File: src/rtl/muldiv_sequencer.sv
// ============================================================================
//  muldiv_sequencer
//  Sequences the EX-stage pipelined multiplier and divider IPs: clock enables,
//  pipeline stall, result capture. Optional feature macro: DIVZERO_BYPASS_EN.
//  Revision: 1.0
// ============================================================================
`default_nettype none

module muldiv_sequencer #(
  parameter int MULT_LAT = 5,
  parameter int DIV_LAT  = 7
) (
  input  logic        clk,
  input  logic        rst_n,
  input  logic        req,
  input  logic [2:0]  func,
  input  logic [15:0] denom,
  input  logic [31:0] mult_result,
  input  logic [15:0] div_quotient,
  input  logic        hold,
  input  logic        flush,
  output logic        mult_ce,
  output logic        div_ce,
  output logic        ex_stall,
  output logic        done,
  output logic [15:0] result,
  output logic        divzero
);

  localparam logic [3:0] c_mult_lat = 4'(MULT_LAT);
  localparam logic [3:0] c_div_lat  = 4'(DIV_LAT);

  typedef enum logic [1:0] {
    S_IDLE = 2'd0,
    S_MULT = 2'd1,
    S_DIV  = 2'd2,
    S_DONE = 2'd3
  } state_t;

  state_t      r_state;
  logic [3:0]  r_cnt;
  logic [15:0] r_result;
  logic        r_divzero;

  logic w_live;
  logic w_acc_mul;
  logic w_acc_div;
  logic w_dz;
  logic w_unused_bits;

  // Reset and flush both mask every request seen this cycle.
  assign w_live    = rst_n && !flush;
  assign w_acc_mul = w_live && req && (func == 3'b000);
  assign w_acc_div = w_live && req && (func == 3'b001);

`ifdef DIVZERO_BYPASS_EN
  assign w_dz = (denom == 16'h0000);
`else
  assign w_dz = 1'b0;
`endif

  assign w_unused_bits = ^{mult_result[31:16], denom};

  always_comb begin
    mult_ce  = 1'b0;
    div_ce   = 1'b0;
    ex_stall = 1'b0;
    done     = 1'b0;
    if (w_live) begin
      case (r_state)
        S_IDLE: begin
          if (w_acc_mul) begin
            mult_ce  = 1'b1;
            ex_stall = 1'b1;
          end else if (w_acc_div) begin
            div_ce   = !w_dz;
            ex_stall = 1'b1;
          end
        end
        S_MULT: begin
          ex_stall = 1'b1;
          mult_ce  = !hold && (r_cnt != c_mult_lat);
        end
        S_DIV: begin
          ex_stall = 1'b1;
          div_ce   = !hold && (r_cnt != c_div_lat);
        end
        default: done = 1'b1;
      endcase
    end
  end

  always_ff @(posedge clk) begin
    if (!rst_n) begin
      r_state   <= S_IDLE;
      r_cnt     <= 4'd0;
      r_result  <= 16'h0000;
      r_divzero <= 1'b0;
    end else if (flush) begin
      r_state <= S_IDLE;
      r_cnt   <= 4'd0;
    end else begin
      case (r_state)
        S_IDLE: begin
          if (w_acc_mul) begin
            r_state   <= S_MULT;
            r_cnt     <= 4'd1;
            r_divzero <= 1'b0;
          end else if (w_acc_div) begin
            if (w_dz) begin
              r_state   <= S_DONE;
              r_cnt     <= 4'd0;
              r_result  <= 16'hFFFF;
              r_divzero <= 1'b1;
            end else begin
              r_state   <= S_DIV;
              r_cnt     <= 4'd1;
              r_divzero <= 1'b0;
            end
          end
        end
        S_MULT: begin
          if (!hold) begin
            if (r_cnt == c_mult_lat) begin
              r_state  <= S_DONE;
              r_cnt    <= 4'd0;
              r_result <= mult_result[15:0];
            end else begin
              r_cnt <= r_cnt + 4'd1;
            end
          end
        end
        S_DIV: begin
          if (!hold) begin
            if (r_cnt == c_div_lat) begin
              r_state  <= S_DONE;
              r_cnt    <= 4'd0;
              r_result <= div_quotient;
            end else begin
              r_cnt <= r_cnt + 4'd1;
            end
          end
        end
        default: begin
          // The instruction leaves EX only when downstream releases hold.
          if (!hold) begin
            r_state <= S_IDLE;
          end
        end
      endcase
    end
  end

  assign result  = r_result;
  assign divzero = r_divzero;

endmodule

`default_nettype wire

File: config.mk
export PLATFORM = sky130hd
export DESIGN_NAME = muldiv_sequencer
export DESIGN_NICKNAME = d
export VERILOG_FILES = /design/src/rtl/muldiv_sequencer.sv
export SDC_FILE = /design/constraint.sdc
export NUM_CORES = 1
export LEC_CHECK = 0
export CAP_MARGIN = 40
export CORE_UTILIZATION = 31
export DETAILED_ROUTE_END_ITERATION = 16
export PLACE_DENSITY = 0.79
export SYNTH_ARGS = -nofsm -noshare
export SYNTH_HDL_FRONTEND = slang
export SYNTH_SLANG_ARGS = --single-unit
File: constraint.sdc
create_clock -name clk -period 1.78 [get_ports clk]
set_clock_uncertainty 0.1 [all_clocks]
set_input_delay 0.178 -clock clk [delete_from_list [all_inputs] [get_ports clk]]
set_output_delay 0.178 -clock clk [all_outputs]
set_load 0.1 [all_outputs]
**Word-level counts from Yosys, hierarchy flattened**

Index checks and enable logic that the tools add are counted.

- Flip-flop bits (word level): 23
- Input bits: 72
- Output and inout port bits: 21
- Logic and storage cells: 74

- Add/sub/neg operators: 1
- Equal/unequal tests: 13
- Multiplexer cells: 34
- Bitwise operators: 2
- Reductions and logical operators: 20

Operator list:

| kind | count |
|---|---|
| 16-bit 2-to-1 mux | 4 |
| 16-bit case mux with 2 select lines | 1 |
| 4-bit 2-to-1 mux | 6 |
| 2-bit 2-to-1 mux | 7 |
| 4-bit case mux with 3 select lines | 1 |
| 6-bit AND reduction | 2 |
| 1-bit 2-to-1 mux | 11 |
| 4-bit by 3-bit equality test with 1-bit output (second input constant) | 2 |
| 2-bit inequality test (second input constant) | 4 |
| 4-bit by 3-bit inequality test with 1-bit output (second input constant) | 2 |
| 1-bit logical AND | 6 |
| 1-bit case mux with 2 select lines | 3 |
| 2-bit case mux with 3 select lines | 1 |
| 4-bit by 1-bit adder with 4-bit output (second input constant) | 1 |
| 4-bit AND reduction | 1 |
| 2-bit nonzero test | 2 |
| 2-bit OR reduction | 2 |
| 3-bit by 1-bit equality test with 1-bit output (second input constant) | 1 |
| 3-bit logical NOT | 1 |
| 3-bit inequality test (second input constant) | 1 |
| 3-bit AND reduction | 1 |
| 3-bit nonzero test | 1 |
| 3-bit OR reduction | 1 |
| 2-bit by 1-bit equality test with 1-bit output (second input constant) | 1 |
| other kinds (5) | 7 |

**Logic depth before layout (Yosys ltp)**

Gate-level depths: netlist (run 1).

- Depth after elaboration: 8
- Mapped depth: 9
- Depth with buffers taken out: 7

**Worst setup path after synthesis (run 1)**

Ideal clock, no wire load.

- Kind: reg2out
- Start: register r_state[0]
- End: output ex_stall
- Arrival: 2.992 ns
- Required time: 1.502 ns
- Setup slack: -1.490 ns
- Stages on the path, launching flop included: 7
- Path buffers: 1
- Cells stage by stage: dfxtp_1 > inv_1 > ha_1 > and4_1 > buf_4 > nor2_1 > nor3_1

- Longest elaborated chain between the ends: 4
- Elaborated cells between the ends (all ways): 6
- Classes of those cells: eq/ne: 2; mux: 2; reduce/logical: 2

RTL lines:

| item | RTL line | text |
|---|---|---|
| start, declared | 40 | `state_t r_state;` |
| start signal, assigned | 95 | `r_state <= S_IDLE;` |
| start signal, assigned | 100 | `r_state <= S_IDLE;` |
| start signal, assigned | 106 | `r_state <= S_MULT;` |
| 2-bit equality test or 2-bit by 1-bit equality test with 1-bit output (tied branches) | 70 | `case (r_state)` |
| 2-bit OR reduction (no source line) | n/a |  |
| 1-bit case mux with 2 select lines * | 70 |  |
| 1-bit 2-to-1 mux * | 69 | `if (w_live) begin` |
| end, declared | 24 | `output logic ex_stall,` |

Every way passes the cells marked *; elsewhere a longest branch is shown, timed or not.

**Worst setup path in the final report (run 1)**

- Start: register r_state[1]
- End: output ex_stall

Same word-level chain as after synthesis.

==> results of run 1 <==
## registers in the layout, summed over array words and instances (netlist names)
| register | cells |
|---|---|
| r_cnt | 4 |
| r_state | 2 |
| result | 16 |
## layout by cell type, fill, tap and decap left out, types with 2 or more instances in the layout
cell type | synthesis | routed
a21oi_1 | 5 | 4
buf_12 | 0 | 5
buf_4 | 5 | 33
buf_6 | 0 | 6
clkbuf_8 | 0 | 4
clkdlybuf4s50_1 | 0 | 37
dfxtp_1 | 22 | 20
dfxtp_2 | 0 | 2
ha_1 | 6 | 4
inv_1 | 7 | 5
inv_2 | 0 | 2
mux2i_1 | 16 | 16
nand2_1 | 20 | 19
nand2b_1 | 3 | 2
nand3_1 | 3 | 3
nand4_1 | 2 | 2
nor2_2 | 0 | 2
nor2_4 | 0 | 3
nor3_4 | 1 | 2
o211a_1 | 16 | 16
o21ai_0 | 3 | 3
o21ai_2 | 2 | 2
o41ai_2 | 1 | 2
## what timing repair did
action | 4_1_cts | 5_1_grt
endpoints found under the setup margin | 21 | 25
pin swaps | 5 | 2
buffers inserted | 4 | 0
gates cloned | 0 | 0
gates resized for setup | 16 | 4
## synthesized netlist by cell type (all sizes together) (2+ instances only)
cell    count  area, sq um
dfxtp      22        440.4
nand2      20        75.07
mux2i      16        160.2
o211a      16        160.2
buf         9        57.56
inv         7        26.28
ha          6        75.07
nor2        6        22.52
a21oi       5        25.02
o21ai       5        32.53
nand3       4        25.02
nand2b      3        18.77
and2b       2        17.52
clkbuf      2        7.510
nand4       2        12.51
nor3        2        21.27
o41ai       2        25.03
## logic make-up after synthesis
| kind of cell | after synthesis |
|---|---|
| buf+inv | 18 |
| flops | 22 |
| other cells | 1 |
| compound gates | 36 |
| simple gates | 45 |
| mux | 16 |
| fa+ha+maj | 6 |
## final timing paths
path / startpoint / end / slack (ps) / cells past startpoint
max: r_state[1]$_SDFFE_PP0P_ / ex_stall / -80 / 7
min: r_cnt[1]$_SDFFE_PP0P_ / r_cnt[1]$_SDFFE_PP0P_ / 400 / 2
max reg2reg: r_state[1]$_SDFFE_PP0P_ / result[8]$_SDFFE_PN0P_ / 0 / 8
min reg2reg: r_cnt[1]$_SDFFE_PP0P_ / r_cnt[1]$_SDFFE_PP0P_ / 400 / 2
## layer usage
layer  share of wire  GRT usage  vias up
met5               0          0        -
met4           0.010    0.05585        0
met3           0.062    0.04392        4
met2            0.51     0.3000       47
met1            0.42     0.1717      607
li1                -          -      669
## power by group through the flow
stage	Combinational, mW	Sequential, mW	Clock [mW]
after floorplan	0.0688	0.534	0
after global placement	0.207	0.509	0
after detailed placement	0.208	0.510	0
after CTS	0.216	0.498	0.366
after global routing	0.232	0.499	0.386
final	0.216	0.498	0.354
## critical path, stage by stage, from the launching register on
cell	delay (ps)
dfxtp_2	360
inv_2	50
buf_6	110
ha_4	280
buf_6	110
nor2_4	40
nor3_4	180
buf_12	200
## layout make-up
class	instances	area, sq um
Tap cell	50	62.56
Clock buffer	4	55.05
Sequential cell	22	442.9
Multi-Input combinational cell	104	892.1
Timing Repair Buffer	83	807.0
Fill cell	341	1772
Inverter	7	26.28
## through the flow
step | setup WS, ps | instances | power [mW] | hold slack, ps | instance area (sq um)
floorplan | -169.8 | 144 | 0.6028 | 307.8 | 1391
global placement | -193.9 | 262 | 0.7160 | 377.0 | 2122
detailed placement | -223.7 | 262 | 0.7174 | 387.5 | 2122
CTS | -80.89 | 270 | 1.080 | 401.0 | 2276
global route | -158.8 | 270 | 1.117 | 410.6 | 2286
finish | -83.75 | 270 | 1.068 | 399.3 | 2286
==> impl_summary.md, run 1 <==
STA
Setup repair after global routing could not meet its margin everywhere. Dividing the final minimum period by the clock period gives 1.047. Subtracting the final worst setup slack from the clock period gives approximately 1900 ps. The worst path setup slack after routing is -83.75 ps. Static timing analysis puts the maximum clock frequency at approximately 540 MHz. For the final routed database, the setup TNS stands at -158.2 ps.

The number of hold-slack violations in the final timing report is 0. Setup violations remaining at the end of the flow were counted as 3. The max-slew violation count came to 0.

Yosys
Of the post-synthesis cell area, the part taken by muxes is 0.1211. The net count of the mapped netlist is 222. The netlist area before placement is between 1000 and 1500 sq um. The most common flop cell mapped by yosys is dfxtp_1. After synthesis, the share of flip-flops with an asynchronous set or reset is 0.

The synthesis warning total is 0. The dominant combinational cell family by area after synthesis is compound AO/OA/AOI/OAI gates. After technology mapping, the gate count stands at about 140. Of the total synthesized cell area, the portion taken by full adders, half adders and majority gates is 0.05676. The average instance in the mapped netlist occupies 9.184 sq um.

The xor and xnor area share after synthesis is 0. After synthesis, the netlist uses 38 different library cells. The share of the Yosys chip area taken by registers is 0.3330. The number of synthesized flops with an enable pin is 0. Of the total synthesized cell area, the portion taken by AND, OR, NAND and NOR gates is 0.1779. The synthesized design contains 22 register bits.

The compound-cell area share of the yosys netlist is 0.2394.

CTS
TritonCTS built the clock tree. The number of clock buffers added by TritonCTS is 3. The level count of the clock H-tree is 1. Clock latency on the worst-skew pair, taken at its later pin, is 260 ps. After clock tree synthesis, the clock-pin slew on the worst setup and hold paths is around 80 ps. The root buffer selected by CTS is clkbuf_8.

The longest clock path from root to sink contains 2 buffers. The count of hold-fix buffers inserted at cts is 0. The clock sink count is 22.

Drt
The remaining number of nets flagged by the antenna check after routing is 0. The routed wire length is about 3300 um. The number of DRC markers in iteration 0 is 55. Using the TritonRoute via totals, the vias-per-cell ratio works out to 4.915. The routed layout has 1327 vias. The first TritonRoute pass finished after 4 iterations. The post-detailed-route DRC marker count is 0. The average routed wire per standard cell is 12.15 um.

GRT
The aggregate global routing overflow is 0. The first-pass GRT wire length is 5485 um. The via count of the first global-routing pass is 1286.

The pin count of the biggest net entering global routing is 27. The overall routing resource usage is 0.1610. The number of antenna violations at the first check in global routing was 0.

Pwr
The power density over the cells is around 470 nW/um^2. The highest ir drop seen on vdd is 0.0002788 V. The portion of total power attributed to combinational logic is 0.202. In this run the power spent charging and discharging nets is 255.6 uW. Of the total power, the share spent switching nets is 0.2394. The cell-internal power is 812.2 uW. Summed over all cells, the static leakage comes to roughly 1.1 nW. The share of total power dissipated in the clock network is 0.331. The power share of the sequential group is 0.466.

Setup path
The maximum fanout along the worst path is 4. At the worst endpoint, the arrival time is around 1600 ps. STA classifies the critical path endpoint as a primary output. The data required time at the worst endpoint is approximately 1500 ps. STA classifies the critical path startpoint as a flip-flop.

The critical path is of the reg -> out type.

Placed design
Buffers placed on the I/O ports in this run total 59. The final HPWL from detailed placement is 2439 um. The congestion estimate from routability-driven global placement came to 0.7785.

Floorplanning
The die outline area is 4531 sq um. The count of pins on the block boundary is 93. The initial standard-cell utilization of the core is 0.3259. In this run the horizontal extent of the chip is slightly below 70 um. Measured along the y axis, the die boundary spans between 60 and 70 um. The floorplan step defined a core boundary enclosing 4058 sq um.

The row count is 23.

Final layout
At the end of the flow, the number of nets in the layout was 299. The area growth from synthesis to layout is 72.85%. For this run, the share of the core covered by cells in the final layout is 0.5634. The antenna diode count is 0. The share of post-route cells with drive strength above 1 is 0.3364.

Run status
The checks that failed: setup timing. The flow ran to the end, but the final reports show violations.

Flow run
The tool flagged a number of max-cap violations equal to 0.

Min path
The worst hold path belongs to the class reg -> reg.
Note: power is estimated with default switching activity, not from simulation.
==> inputs of run 2 (changes only) <==
--- a/config.mk
+++ b/config.mk
@@ -6,6 +6,7 @@
 export NUM_CORES = 1
 export LEC_CHECK = 0
 export CAP_MARGIN = 40
+export CORE_MARGIN = 8
 export CORE_UTILIZATION = 31
 export DETAILED_ROUTE_END_ITERATION = 16
 export PLACE_DENSITY = 0.79
==> run 2 against run 1 <==
Effect of this change:
- the flow still finishes with violations (setup timing)
- final area rose by 11%
- first-iteration DRC count fell by 49%
- sequential share of layout area fell by 1.5 points
- power rose by 1.9%
- combinational power rose by 9%
- critical path depth did not move
- non-clock buffer count rose by 12
- largest cell class unchanged
==> impl_summary.md, run 2 (same netlist as run 1, synthesis figures left out) <==
Setup path
The largest delay contributor family on the critical path is buffers and inverters. The launching element type of the critical path is a primary input. The setup slack of the most critical reg-to-reg path is -30 ps (-30 ps). The maximum fanout along the worst path was 2 (-2). The data required time at the worst endpoint is 1500 ps (about the same).

The highest cell delay on the worst timing path came to 470 ps (+110 ps). The worst register-to-register path ends at result[12]$_SDFFE_PN0P_. The buffering stage count on the worst path with inverters included is 3 (-1). The classification of the worst setup path is in -> out. The slowest cell on the critical path is clkdlybuf4s50_1.

The worst register-to-register path begins at r_state[0]$_SDFFE_PP0P_. The kind of end point of the critical path is a primary output. The cell count of the worst reg-to-reg path is 10 (+2). Traced cell by cell, the critical path runs through clkdlybuf4s50_1, and2b_4, and4_4, buf_6, nor2_4, nor3_4, buf_12. The data arrival time of the worst path is 1580 ps (about the same).

Drt
The remaining number of nets flagged by the antenna check after routing is 0 (unchanged). The vias after detailed routing was 1422 (+7.2%). The average routed wire per standard cell is 15.20 um (+25%). The routed wire length is 4286 um (+31%).

The number of detailed-route iterations in the first pass is 4 (unchanged). The number of DRC markers in iteration 0 is 28 (-49%). The post-detailed-route DRC marker count came to 0 (unchanged). The routed via count divided by cell count is 5.043 (+2.6%).

CTS
The insertion delay to the later sink of the worst-skew pair came to 260 ps (about the same). The count of hold-fix buffers inserted at cts is 0 (unchanged). The level count of the clock H-tree is 1 (unchanged). The TritonCTS buffer count was 3 (unchanged). The clock sink count is 22 (unchanged). The root buffer selected by CTS is clkbuf_8.

The CTS tree is done. The clock slew at the register clock pins of the worst setup and hold paths is 80 ps (about the same). The maximum clock insertion buffer count came to 2 (unchanged).

Floorplanning
The initial standard-cell utilization of the core came to 0.3259 (unchanged). The die boundary width is 81.32 um (+21%). The core area is 4058 sq um (unchanged). The count of pins on the block boundary was 93 (unchanged). The row count is 23 (unchanged). The die outline area is 6612 sq um (+46%).

The height of the chip is 81.32 um (+21%).

Placed design
The final HPWL from detailed placement was 3030 um (+24%). The routability congestion estimate came to 0.8186 (+5.2%). The port buffer count was 59 (unchanged). The worst slack after detailed placement is -204.2 ps (+19.41 ps).

GRT
The via count of the first global-routing pass is 1579 (+23%). The met3 routing resource usage after global routing is 0.03422 (-0.009703). The number of antenna violations at the first check in global routing came to 0 (unchanged). The global-route track usage on met1 is 0.1350 (-0.03675).

The aggregate global routing overflow is 0 (unchanged). The first-pass GRT wire length is 7038 um (+28%). The overall routing resource usage is 0.1307 (-0.03036). The global-route layer with the greatest usage is met2.

The pin count of the biggest net entering global routing was 18 (-33%). The met2 capacity usage during global routing is 0.2474 (-0.05259).

Pwr
The leakage power figure is 1.166 nW (+9.0%). The highest ir drop seen on vdd came to 0.0002384 V (-15%). The power density over the cells was 430.7 nW/um^2 (-7.8%).

Final layout
The antenna diode count came to 0 (unchanged). The final core area utilization is 0.6226 (+0.05921). Compared with the post-synthesis result, the final layout area differs by 91.01%. The flip-flop and latch area was 450.4 sq um (+1.7%). The most common cell after layout, fill and taps aside is buf_4.

The fill cell instance count of the final layout is 323 (-5.3%). The flip-flop count of the largest register, all copies and words added was 16 (unchanged). The post-layout net count is 311 (+4.0%). The area taken by multi-input logic gates came to 988.4 sq um (+11%). The library cells used most frequently in the layout, excluding fill and tap cells, are 40 x buf_4, 38 x clkdlybuf4s50_1, 18 x dfxtp_1, 16 x mux2i_1, 16 x o211a_1. The share of post-route cells with drive strength above 1 was 0.4526 (+0.1162).

Min path
The hold-critical path endpoint is r_cnt[1]$_SDFFE_PP0P_. The hold-critical path depth is 2 (unchanged). The worst hold path begins at r_cnt[1]$_SDFFE_PP0P_. The worst min-delay path class is reg -> reg.

STA
The final cycle utilization of the critical path is 1.045 (-0.002216). The number of hold-slack violations in the final timing report is 0 (unchanged). The maximum clock frequency was 537.7 MHz (+0.21%).

Setup repair after global routing could not meet its margin everywhere. The max-slew violation count is 0 (unchanged). The post-route minimum period is 1860 ps (-3.945 ps).

The number of failing setup endpoints in the final timing report is 16 (+13). The worst path setup slack after routing is -79.80 ps (+3.945 ps).

Run status
The flow ran to the end, but the final reports show violations. The final reports fail on setup timing.

Flow run
The max-capacitance violation count was 0 (unchanged).
[run 2: worst max path at each step]
stage                                  from                 endpoint  slack, ps  cells after the start
finish                                rst_n                 ex_stall        -80                      7
global route        r_state[0]$_SDFFE_PP0P_  result[12]$_SDFFE_PN0P_       -140                     10
CTS                 r_state[0]$_SDFFE_PP0P_                 ex_stall        -80                      7
detailed placement                    flush                  mult_ce       -200                      7
global placement                      flush                  mult_ce       -190                      7
floorplan           r_state[1]$_SDFFE_PP0P_                 ex_stall       -170                      6
[run 2: final cells by class]
type	instances	share of cell area
well taps	50	0.02476
clock buffers	4	0.02179
flip-flops and latches	22	0.1783
multi-input cells	104	0.3913
inverters	7	0.01238
repair buffers	95	0.3715
[run 2: metrics by stage]
| stage | cells | cell area, sq um | power, mW | setup TNS (ps) | hold slack, ps |
|---|---|---|---|---|---|
| final | 282 | 2526 | 1.088 | -381.6 | 389.2 |
| after global routing | 282 | 2526 | 1.142 | -2250 | 409.6 |
| after CTS | 281 | 2455 | 1.093 | -1037 | 383.6 |
| after detailed placement | 264 | 2150 | 0.7224 | -2528 | 380.4 |
| after global placement | 264 | 2150 | 0.7197 | -1438 | 377.9 |
| after floorplan | 144 | 1391 | 0.6028 | -201.5 | 307.8 |
[run 2: layer usage]
metal  vias to the layer above  wire length [um]  share of wire
met5                         -                 0              0
met2                        50              2305           0.54
li1                        695                 -              -
met1                       671              1644           0.38
met4                         0                59          0.014
met3                         6               276          0.064
[run 2: what timing repair did]
item	CTS	global route
buffers inserted	12	2
cloned	2	0
gates resized for setup	27	28
endpoints found under the setup margin	22	25
pin swaps	10	11
[run 2: tightest hold or removal path, stage by stage (launching register included)]
cell and delay, ps:
dfxtp_2 340, nand2_1 50, a21oi_1 50
[run 2: power by group]
group          internal, mW  switching [mW]
registers             0.493         0.00272
clock network         0.197           0.161
logic                 0.130           0.105
==> inputs of run 3 (changes only) <==
--- a/config.mk
+++ b/config.mk
@@ -9,6 +9,7 @@
 export CORE_MARGIN = 8
 export CORE_UTILIZATION = 31
 export DETAILED_ROUTE_END_ITERATION = 16
+export MAX_ROUTING_LAYER = met4
 export PLACE_DENSITY = 0.79
 export SYNTH_ARGS = -nofsm -noshare
 export SYNTH_HDL_FRONTEND = slang
==> run 3 against run 2 <==
Effect of this change:
- the flow still finishes with violations (setup timing)
- critical endpoint unchanged
- hold slack about the same
- critical path type unchanged
- combinational power is essentially flat
- count of clock-buffer cells in the layout stayed put
- first-iteration DRC count decreased by 21%
- final area rose by 0.50%
- setup slack improved by 0.51 ps
- core utilization rose by 0.31 points
- non-clock buffer count unchanged
- largest cell class unchanged
- sequential share of layout area fell by 0.088 points
- via count about the same
==> impl_summary.md, run 3 (same netlist as run 1, synthesis figures left out) <==
Pwr
The power density over the cells came to 428.7 nW/um^2 (-0.47%). The leakage power figure is 1.172 nW (+0.56%). The power after layout was 1.088 mW (about the same). The highest ir drop seen on vdd is 0.0002383 V (about the same).

Min path
The path class of the tightest hold or removal check is reg -> reg. The hold-critical path depth is 2 (unchanged).

GRT
The global-route track usage on met1 is 0.1395 (+0.004479). In this run the most used layer during global routing was met2. The via count of the first global-routing pass came to 1576 (-0.19%).

The overall routing resource usage is 0.1346 (+0.003963). The number of antenna violations at the first check in global routing came to 0 (unchanged). The aggregate global routing overflow is 0 (unchanged). The pin count of the biggest net entering global routing is 18 (unchanged). The first-pass GRT wire length was 7017 um (-0.30%).

The met3 routing resource usage after global routing came to 0.02759 (-0.006623). The met2 capacity usage during global routing is 0.2466 (-0.0007955).

STA
Setup repair after global routing could not meet its margin everywhere. The worst path setup slack after routing is -79.30 ps (+0.5069 ps). The final cycle utilization of the critical path is 1.045 (about the same).

The number of hold-slack violations in the final timing report is 0 (unchanged). The total negative setup slack came to -408.1 ps (-26.50 ps). The final worst hold slack is 389.0 ps (-0.2130 ps).

The number of failing setup endpoints in the final timing report is 17 (+1). The maximum clock frequency is 537.8 MHz (about the same). The post-route minimum period is 1859 ps (-0.5069 ps).

The max-slew violation count is 0 (unchanged).

CTS
The clock sink count is 22 (unchanged). The root buffer selected by CTS is clkbuf_8. The count of hold-fix buffers inserted at cts is 0 (unchanged).

TritonCTS built the clock tree. The clock slew at the register clock pins of the worst setup and hold paths was 80 ps (about the same). The level count of the clock H-tree is 1 (unchanged). The TritonCTS buffer count is 3 (unchanged). The maximum clock insertion buffer count was 2 (unchanged).

The insertion delay to the later sink of the worst-skew pair is 260 ps (about the same).

Drt
The routed wire length came to 4304 um (+0.42%). The number of DRC markers in iteration 0 was 22 (-21%). The routed via count divided by cell count is 5.039 (about the same). The vias after detailed routing is 1421 (-0.070%). The average routed wire per standard cell was 15.26 um (+0.42%).

The post-detailed-route DRC marker count is 0 (unchanged). The number of detailed-route iterations in the first pass is 5 (+1). The remaining number of nets flagged by the antenna check after routing was 0 (unchanged).

Setup path
STA classifies the critical path endpoint as a primary output. The data arrival time of the worst path is 1580 ps (about the same). The worst setup path is launched from a primary input. The setup path with the least slack is of type in -> out. The cell count of the worst reg-to-reg path was 10 (unchanged).

The data required time at the worst endpoint is 1500 ps (about the same). The maximum fanout along the worst path was 2 (unchanged).

Run status
The run finished, with violations left. The checks that failed: setup timing.

Floorplanning
The height of the chip is 81.32 um (unchanged). The initial standard-cell utilization of the core is 0.3259 (unchanged). The die boundary width is 81.32 um (unchanged).

The row count is 23 (unchanged). The core area is 4058 sq um (unchanged). The count of pins on the block boundary is 93 (unchanged). The die outline area is 6612 sq um (unchanged).

Final layout
The fill cell instance count of the final layout was 321 (-0.62%). The area growth from synthesis to layout is 91.96%. The antenna diode count is 0 (unchanged).

The final core area utilization is 0.6257 (+0.003083). The flip-flop and latch area was 450.4 sq um (unchanged). The flip-flop count of the largest register, all copies and words added is 16 (unchanged).

The area taken by multi-input logic gates came to 1001 sq um (+1.3%). The share of post-route cells with drive strength above 1 was 0.4612 (+0.008621). Leaving out fill and tap cells, the most frequent cell in the layout is buf_4. The area of all placed cells without fillers is 2539 sq um (+0.50%). Leaving out fill and tap cells, the most frequent cells in the layout are 40 x buf_4, 38 x clkdlybuf4s50_1, 18 x dfxtp_1, 16 x mux2i_1, 16 x o211a_1. The post-layout net count is 311 (unchanged).

Placed design
The post-place instance area is 2150 sq um (unchanged). The final HPWL from detailed placement came to 3030 um (unchanged). The port buffer count came to 59 (unchanged). The routability congestion estimate is 0.8307 (+1.5%).

Flow run
The max-capacitance violation count is 0 (unchanged).
==> run 3: per-layer routing <==
| layer | share of wire | vias to the layer above |
|---|---|---|
| met4 | 0.014 | 0 |
| met1 | 0.39 | 678 |
| li1 | - | 697 |
| met2 | 0.55 | 40 |
| met5 | 0 | - |
| met3 | 0.048 | 6 |
==> run 3: worst paths after layout <==
path / endpoint / slack, ps / startpoint
max: ex_stall / -80 / rst_n
min: r_cnt[1]$_SDFFE_PP0P_ / 390 / r_cnt[1]$_SDFFE_PP0P_
max reg2reg: result[12]$_SDFFE_PN0P_ / -30 / r_state[0]$_SDFFE_PP0P_
min reg2reg: r_cnt[1]$_SDFFE_PP0P_ / 390 / r_cnt[1]$_SDFFE_PP0P_
==> run 3: cell type report <==
cell class                      count  share of cell area
Multi-Input combinational cell    104              0.3943
Timing Repair Buffer               95              0.3696
Sequential cell                    22              0.1774
Tap cell                           50             0.02464
Clock buffer                        4             0.02169
Inverter                            7             0.01232
==> run 3: per-stage QoR <==
| step | instances | worst slack (ps) |
|---|---|---|
| 2_1_floorplan | 144 | -169.8 |
| 3_3_place_gp | 264 | -190.2 |
| 3_5_place_dp | 264 | -204.2 |
| 4_1_cts | 281 | -79.57 |
| 5_1_grt | 282 | -141.6 |
| 6_report | 282 | -79.30 |
==> run 3: report_power, final <==
group / internal, mW / leakage [nW] / switching [mW]
registers: 0.493 / 0.180 / 0.00272
logic: 0.130 / 0.964 / 0.106
clock network: 0.197 / 0.0288 / 0.160
total: 0.820 / 1.17 / 0.269
==> run 3: timing repair <==
action / CTS / global route
endpoints found under the setup margin: 22 / 25
resized for setup: 27 / 30
setup buffers: 12 / 2
gates cloned: 2 / 0
pin swaps: 10 / 11
==> run 3: worst max-delay path, cell delays in order <==
cell,delay [ps]
clkdlybuf4s50_1,470
and2b_4,160
and4_4,230
buf_6,100
nor2_4,30
nor3_4,200
buf_12,200
